[config.mk]
export PLATFORM = sky130hd
export DESIGN_NAME = uart_frame_rx
export DESIGN_NICKNAME = d
export VERILOG_FILES = /design/src/rtl/uart_frame_rx.sv
export SDC_FILE = /design/constraint.sdc
export NUM_CORES = 1
export LEC_CHECK = 0
export CORE_MARGIN = 2
export CORE_UTILIZATION = 40
export CTS_CLUSTER_SIZE = 8
export DETAILED_ROUTE_END_ITERATION = 16
export PLACE_DENSITY = 0.68
export RECOVER_POWER = 50
export SYNTH_ARGS = -nofsm -noshare
export SYNTH_HDL_FRONTEND = slang
export SYNTH_SLANG_ARGS = --single-unit
[constraint.sdc]
create_clock -name clk -period 4 [get_ports clk]
set_input_delay 0.8 -clock clk [delete_from_list [all_inputs] [get_ports clk]]
set_output_delay 0.8 -clock clk [all_outputs]
set_load 0.005 [all_outputs]
[src/rtl/uart_frame_rx.sv]
// Deframer behind the UART receive FIFO: hunts SOF, buffers LEN payload bytes,
// checks the XOR checksum and streams only verified payloads out on valid/ready.
module uart_frame_rx #(
    parameter int                  DATA_BITS      = 8,
    parameter int                  MAX_LEN        = 16,
    parameter logic [DATA_BITS-1:0] SOF           = 8'hA5,
    parameter int                  TIMEOUT_CYCLES = 100000
) (
    input  logic                 clk,
    input  logic                 reset,
    input  logic                 rx_empty,
    input  logic [DATA_BITS-1:0] rd_data,
    output logic                 rd_uart,
    output logic [DATA_BITS-1:0] m_data,
    output logic                 m_valid,
    output logic                 m_last,
    input  logic                 m_ready,
    output logic                 frame_ok,
    output logic                 err_chk,
    output logic                 err_len,
    output logic                 err_timeout,
    output logic                 busy
);
    localparam int IW = $clog2(MAX_LEN + 1);
    localparam int AW = $clog2(MAX_LEN);
    localparam int TW = $clog2(TIMEOUT_CYCLES);

    typedef enum logic [2:0] {IDLE, LEN, PAYLOAD, CHK, DRAIN} state_t;

    state_t               state_q, state_d;
    logic [IW-1:0]        len_q, len_d;
    logic [IW-1:0]        wr_idx_q, wr_idx_d;
    logic [IW-1:0]        rd_idx_q, rd_idx_d;
    logic [DATA_BITS-1:0] chk_q, chk_d;
    logic [TW-1:0]        tmo_q, tmo_d;
    logic                 frame_ok_q, frame_ok_d;
    logic                 err_chk_q, err_chk_d;
    logic                 err_len_q, err_len_d;
    logic                 err_tmo_q, err_tmo_d;
    logic                 wr_en;
    logic                 pop;
    logic                 len_legal;
    logic [DATA_BITS-1:0] pbuf_q [MAX_LEN];

    assign pop       = rd_uart;
    assign len_legal = (rd_data != '0) && (rd_data <= DATA_BITS'(MAX_LEN));

    always_ff @(posedge clk or posedge reset) begin
        if (reset) begin
            state_q    <= IDLE;
            len_q      <= '0;
            wr_idx_q   <= '0;
            rd_idx_q   <= '0;
            chk_q      <= '0;
            tmo_q      <= '0;
            frame_ok_q <= 1'b0;
            err_chk_q  <= 1'b0;
            err_len_q  <= 1'b0;
            err_tmo_q  <= 1'b0;
        end else begin
            state_q    <= state_d;
            len_q      <= len_d;
            wr_idx_q   <= wr_idx_d;
            rd_idx_q   <= rd_idx_d;
            chk_q      <= chk_d;
            tmo_q      <= tmo_d;
            frame_ok_q <= frame_ok_d;
            err_chk_q  <= err_chk_d;
            err_len_q  <= err_len_d;
            err_tmo_q  <= err_tmo_d;
        end
    end

    // Payload storage needs no reset; stale contents are never read before rewrite.
    always_ff @(posedge clk) begin
        if (wr_en) pbuf_q[wr_idx_q[AW-1:0]] <= rd_data;
    end

    always_comb begin
        state_d    = state_q;
        len_d      = len_q;
        wr_idx_d   = wr_idx_q;
        rd_idx_d   = rd_idx_q;
        chk_d      = chk_q;
        tmo_d      = tmo_q;
        frame_ok_d = 1'b0;
        err_chk_d  = 1'b0;
        err_len_d  = 1'b0;
        err_tmo_d  = 1'b0;
        wr_en      = 1'b0;
        case (state_q)
            IDLE: begin
                if (pop && rd_data == SOF) begin
                    state_d = LEN;
                    chk_d   = '0;
                    tmo_d   = '0;
                end
            end
            LEN: begin
                if (pop) begin
                    tmo_d = '0;
                    if (len_legal) begin
                        len_d    = IW'(rd_data);
                        chk_d    = rd_data;
                        wr_idx_d = '0;
                        state_d  = PAYLOAD;
                    end else begin
                        err_len_d = 1'b1;
                        state_d   = IDLE;
                    end
                end
            end
            PAYLOAD: begin
                if (pop) begin
                    tmo_d    = '0;
                    wr_en    = 1'b1;
                    chk_d    = chk_q ^ rd_data;
                    wr_idx_d = wr_idx_q + IW'(1);
                    if (wr_idx_q == len_q - IW'(1)) state_d = CHK;
                end
            end
            CHK: begin
                if (pop) begin
                    tmo_d = '0;
                    if (rd_data == chk_q) begin
                        state_d    = DRAIN;
                        rd_idx_d   = '0;
                        frame_ok_d = 1'b1;
                    end else begin
                        err_chk_d = 1'b1;
                        state_d   = IDLE;
                    end
                end
            end
            DRAIN: begin
                if (m_ready) begin
                    rd_idx_d = rd_idx_q + IW'(1);
                    if (rd_idx_q == len_q - IW'(1)) state_d = IDLE;
                end
            end
            default: state_d = IDLE;
        endcase
        // Counter steps into TIMEOUT_CYCLES-1 here, so the pulse lands TIMEOUT_CYCLES after the last pop.
        if ((state_q == LEN || state_q == PAYLOAD || state_q == CHK) && !pop) begin
            if (tmo_q == TW'(TIMEOUT_CYCLES - 2)) begin
                err_tmo_d = 1'b1;
                state_d   = IDLE;
            end else begin
                tmo_d = tmo_q + TW'(1);
            end
        end
    end

    always_comb begin
        rd_uart     = 1'b0;
        m_valid     = 1'b0;
        m_last      = 1'b0;
        m_data      = pbuf_q[rd_idx_q[AW-1:0]];
        busy        = (state_q != IDLE);
        frame_ok    = frame_ok_q;
        err_chk     = err_chk_q;
        err_len     = err_len_q;
        err_timeout = err_tmo_q;
        if (state_q == DRAIN) begin
            m_valid = 1'b1;
            m_last  = (rd_idx_q == len_q - IW'(1));
        end else begin
            rd_uart = ~rx_empty;
        end
    end
endmodule

# ---- After elaboration in Yosys (flattened, before gate mapping)
# Memory sizes are Yosys's and may differ from the RTL's.
# Cells that the tools add are included.
dict set report word_totals {
  latchBits 0
  rom_bits 0
  reg_bits 47
  memories 1
  ramBits 128
}
dict set report op_classes {
  magnitude_cmp 1
  bitwise_logic 2
  n_shift 0
  add_sub_neg 4
  mul 0
  n_reduce_logical 17
  eq_ne 16
  div_mod_pow 0
  muxes 48
}
# memory words width read_ports rd_ports_with_merged_regs write_ports line
set mem_list {}
lappend mem_list {pbuf_q 16 8 1 0 1 43} ;# logic [DATA_BITS-1:0] pbuf_q [MAX_LEN];
# operator count
set ops {}
lappend ops {{two-way mux 17 bit} 4}
lappend ops {{one-hot mux 17 bit (2 select lines)} 1}
lappend ops {{two-way mux 8 bit} 4}
lappend ops {{two-way mux 3 bit} 10}
lappend ops {{two-way mux 5 bit} 6}
lappend ops {{one-hot mux 8 bit (3 select lines)} 1}
lappend ops {{one-hot mux 5 bit (2 select lines)} 2}
lappend ops {{two-way mux 1 bit} 18}
lappend ops {{adder 17 x 1 -> 17 bit, second input constant} 1}
lappend ops {{== test 17 bit, second input constant} 1}
lappend ops {{one-hot mux 3 bit (5 select lines)} 1}
lappend ops {{inequality test 2 bit, second input constant} 7}
lappend ops {{adder 5 x 1 -> 5 bit, second input constant} 2}
lappend ops {{== test 5 bit} 2}
lappend ops {{== test 8 bit} 1}
lappend ops {{== test 8 bit, second input constant} 1}
lappend ops {{<= comparator 8 x 5 -> 1 bit, second input constant} 1}
lappend ops {{AND reduction 4 bit} 2}
lappend ops {{nonzero test 8 bit} 1}
lappend ops {{XOR 8 bit} 1}
lappend ops {{== test 3 x 2 -> 1 bit, second input constant} 2}
lappend ops {{nonzero test 3 bit} 2}
lappend ops {{AND reduction 5 bit} 1}
lappend ops {{subtractor 5 x 1 -> 5 bit, second input constant} 1}
lappend ops {{11 further kinds} 15}

# ---- Longest topological paths before layout
dict set report logic_depth {
  word_depth 7
  mapped_depth 8
}

# ---- Least setup slack after synthesis
# No wires, ideal clock.
dict set report synth_path {
  path_type {register to output}
  startpoint {register rd_idx_q[0]}
  endpoint {output port m_data[0]}
  setup_slack_ns 1.327
  arrival_ns 1.873
  path_stages_with_launch 7
  required_time_ns 3.200
  n_path_buf 3
  path_cell_list {dfrtp_1 buf_2 buf_4 buf_2 mux4_2 mux2i_1 a21oi_1}
}
dict set report synth_between {
  elab_chain_len 1
}
# item line
set synth_lines {}
lappend synth_lines {{start: declaration} 33} ;# logic [IW-1:0] rd_idx_q, rd_idx_d;
lappend synth_lines {{start signal: assignment} 64} ;# rd_idx_q <= rd_idx_d;
lappend synth_lines {{memory read (16 x 8 bit)} --}
lappend synth_lines {{end: declaration} 14} ;# output logic [DATA_BITS-1:0] m_data,
# Every way passes these cells.

# ---- Worst setup path after layout
dict set report layout_path {
  startpoint {register rd_idx_q[0]}
  endpoint {output port m_data[7]}
}
# The elaborated chain is that of the path after synthesis.

==> impl_metrics.csv <==
group,metric,value,unit
timing,setup_ws,0.508,ns
worst_setup_path,path_cells,"buf_4 > mux4_2 > nor2b_1 > a211oi_1 > a21oi_1 > clkdlybuf4s50_1",
worst_setup_path,rrSetupSlack,0.94,ns
worst_setup_path,crit_fanout,10,
finish,seqCellArea,5020,sq um
logic_synthesis,synth_area_leaders,"edfxtp_1 (50%), dfrtp_1 (15%), mux4_2 (9.4%)",
routing,drtIter0Drc,463,
power_and_ir_drop,p_per_area,422,nW/um^2
timing,fin_skew,0.00936,ns
floorplan,die_w,142,microns
logic_synthesis,yosysWarnings,0,
timing,whs,0.492,ns
global_routing,grt_pass1_wl,26100,microns
worst_setup_path,critPathTopFamily,"buffers and inverters",
power_and_ir_drop,power.leakage,3.05,nW
worst_setup_path,max_stage_delay,0.51,ns
clock_network,post_cts_resized,0,
routing,routed_wl,16600,microns
placed_design,dp_hpwl,10600,microns
routing,wl_per_cell,20.7,microns
clock_network,cts_setup_buffers,0,
global_routing,grt_pass1_vias,4645,
worst_setup_path,slowest_stage,"mux4_2",
clock_network,cts_made_buffers,17,
timing,worst_pin_slew,1.12,ns
finish,fill_cells,1587,
placed_design,post-place-ws,0.712,ns
power_and_ir_drop,power.switching,816,uW
timing,setup_viol,0,
timing,slew_headroom,24.9,%
power_and_ir_drop,pwr-share-seq,52.5,%
clock_network,clock_path_buffers,2,
timing,clock.fmax,286,MHz
clock_network,hold_buffers,0,
logic_synthesis,syn_inst,511,
routing,ant_nets,0,
logic_synthesis,syn_nets,531,
floorplan,die_area,20300,sq um
timing,fin_setup_tns,0,ns
worst_setup_path,crit_type,"reg2out",
routing,vias_per_cell,5.69,
routing,first_pass_iters,5,
hold_path,hold_class,"reg2reg",
global_routing,track_usage,17.3,%
routing,via_count,4570,
floorplan,die_h,142,microns
power_and_ir_drop,peakVddDrop,0.350,mV
finish,final_nets,576,
placed_design,place.gp.congestion,0.873,
routing,drc_errors,0,
power_and_ir_drop,swShare,21.8,%
flow_run,max-cap-violations,0,
worst_setup_path,cp.required,3.20,ns
clock_network,clk_pin_slew,0.06,ns
clock_network,cts.sinks,175,
power_and_ir_drop,internal-power,2.92,mW
power_and_ir_drop,clock_power_share,45.3,%
finish,drive_gt1_share,16.0,%
clock_network,clock_latency,0.43,ns
logic_synthesis,ys_seq_area_share,65.6,%
floorplan,pin_count,28,
timing,drv_slew,0,
clock_network,htree_levels,4,
finish,multiInputGateArea,2470,sq um
timing,post-route-period-util,87.3,%
logic_synthesis,synth_cell_type_count,51,
global_routing,grt_max_degree,33,
clock_network,root_buffer,"clkbuf_16",
worst_setup_path,worstSetupStartpointType,"register",
run_status,status,"completed",
power_and_ir_drop,pwr-share-comb,2.2,%
global_routing,gr-total-overflow,0,
logic_synthesis,yosysTopAreaCell,"edfxtp_1",
floorplan,initial_core_util,40.8,%
floorplan,fp-row-count,50,
placed_design,numPortBuffers,27,
timing,min_period,3.49,ns
worst_setup_path,crit_arrival,2.69,ns
global_routing,antenna_found_initial,0,
floorplan,coreArea,18800,sq um
finish,num_antenna_cells,0,
finish,synthToLayoutAreaGrowth,15.6,%
timing,hold_violations,0,
power_and_ir_drop,p_total,3.74,mW
timing,rsz0062_at_grt,"no",
worst_setup_path,path_buf_inv,2,
worst_setup_path,cp-end-kind,"primary output",
logic_synthesis,syn_area,7660,sq um
logic_synthesis,yosys_register_bits,175,
logic_synthesis,syn_avg_cell_area,15.0,sq um
logic_synthesis,synth_top_area_share,50.2,%
clock_network,cts_tree,"yes",
## registers in the layout (all words and copies together), names as in the netlist, 3 cells and up
signal	count
wr_idx_q	5
rd_idx_q	5
len_q	5
state_q	3
tmo_q	17
pbuf_q	128
chk_q	8
## cells by family (layout without fill, tap and decap cells)
| kind of cell | count (synthesis) | in the layout | synth area share, % |
|---|---|---|---|
| fa+ha+maj | 8 | 8 | 1.31 |
| xor+xnor | 30 | 30 | 3.61 |
| flops | 175 | 175 | 65.6 |
| buf+inv | 34 | 92 | 2.06 |
| mux | 45 | 45 | 11.2 |
| compound gates | 72 | 72 | 5.77 |
| simple gates | 147 | 147 | 10.5 |
## worst paths after layout
kind / from / end / cells after the start
worst max-delay path: rd_idx_q[0] / m_data[7] / 6
worst min-delay path: tmo_q[16] / tmo_q[16] / 1
worst max register to register: state_q[2] / pbuf_q[7][7] / 4
worst min register to register: tmo_q[16] / tmo_q[16] / 1
max in group asynchronous: reset / rd_idx_q[0] / 3
min in group asynchronous: reset / tmo_q[11] / 2
## cells in the mapped netlist (all sizes together)
cell type  count
mux2i         10
ha             8
nand2         22
nor3           8
and4           3
o41ai          8
a21boi         1
inv            7
mux2           3
xnor2         17
or3b           2
edfxtp       128
clkbuf         8
o211ai         3
nor3b          3
nor4bb         2
nor4b          1
nor2          40
a21o           1
a211oi         9
a31oi          1
nor2b          9
or3            5
and2           6
nand4         10
o31ai          3
a311oi         1
dfrtp         47
xor2          12
or2            2
mux4          32
o21ai         34
and3           3
or4b           1
xnor3          1
buf           19
nand2b         4
and4b          2
nor4           6
a21oi         11
nand3         18
## power by group through the flow
stage,combinational [mW],sequential (mW),clock (mW)
final,0.0840,1.96,1.69
after global routing,0.0930,1.96,1.79
after global placement,0.0853,2.00,0
after detailed placement,0.0899,2.00,0
after floorplan,0.0318,2.00,0
after CTS,0.0909,1.96,1.71
## layout by cell type, fill, tap and decap left out, types with 11 or more instances in the layout
master,n
a21oi_1,11
buf_4,15
clkbuf_1,11
clkbuf_16,17
clkdlybuf4s50_1,13
dfrtp_1,46
dlygate4sd3_1,14
edfxtp_1,128
mux4_2,32
nand2_1,22
nand3_1,18
nor2_1,40
o21ai_0,25
xnor2_1,17
xor2_1,12
## metrics by stage
step	cell area, sq um	utilization (%)	cells
final	8850	47.2	803
after global routing	8850	47.2	803
after CTS	8900	47.4	803
after detailed placement	8300	44.2	771
after global placement	8300	44.2	771
after floorplan	7660	-	511
## per-layer routing
| layer | part of all wire (%) | up-vias | GRT usage (%) |
|---|---|---|---|
| li1 | - | 2059 | - |
| met1 | 44 | 2351 | 23.1 |
| met2 | 49 | 143 | 28.2 |
| met3 | 5.4 | 17 | 3.94 |
| met4 | 1.3 | 0 | 5.63 |
| met5 | 0 | - | 0 |
## final cells by class
class	instances	share of cell area (%)
Inverter	7	0.297
Timing Repair Buffer	53	4.98
Clock inverter	14	1.91
Tap cell	234	3.31
Sequential cell	175	56.7
Clock buffer	18	4.85
Multi-Input combinational cell	302	27.9
(Power assumes the default switching activity.)
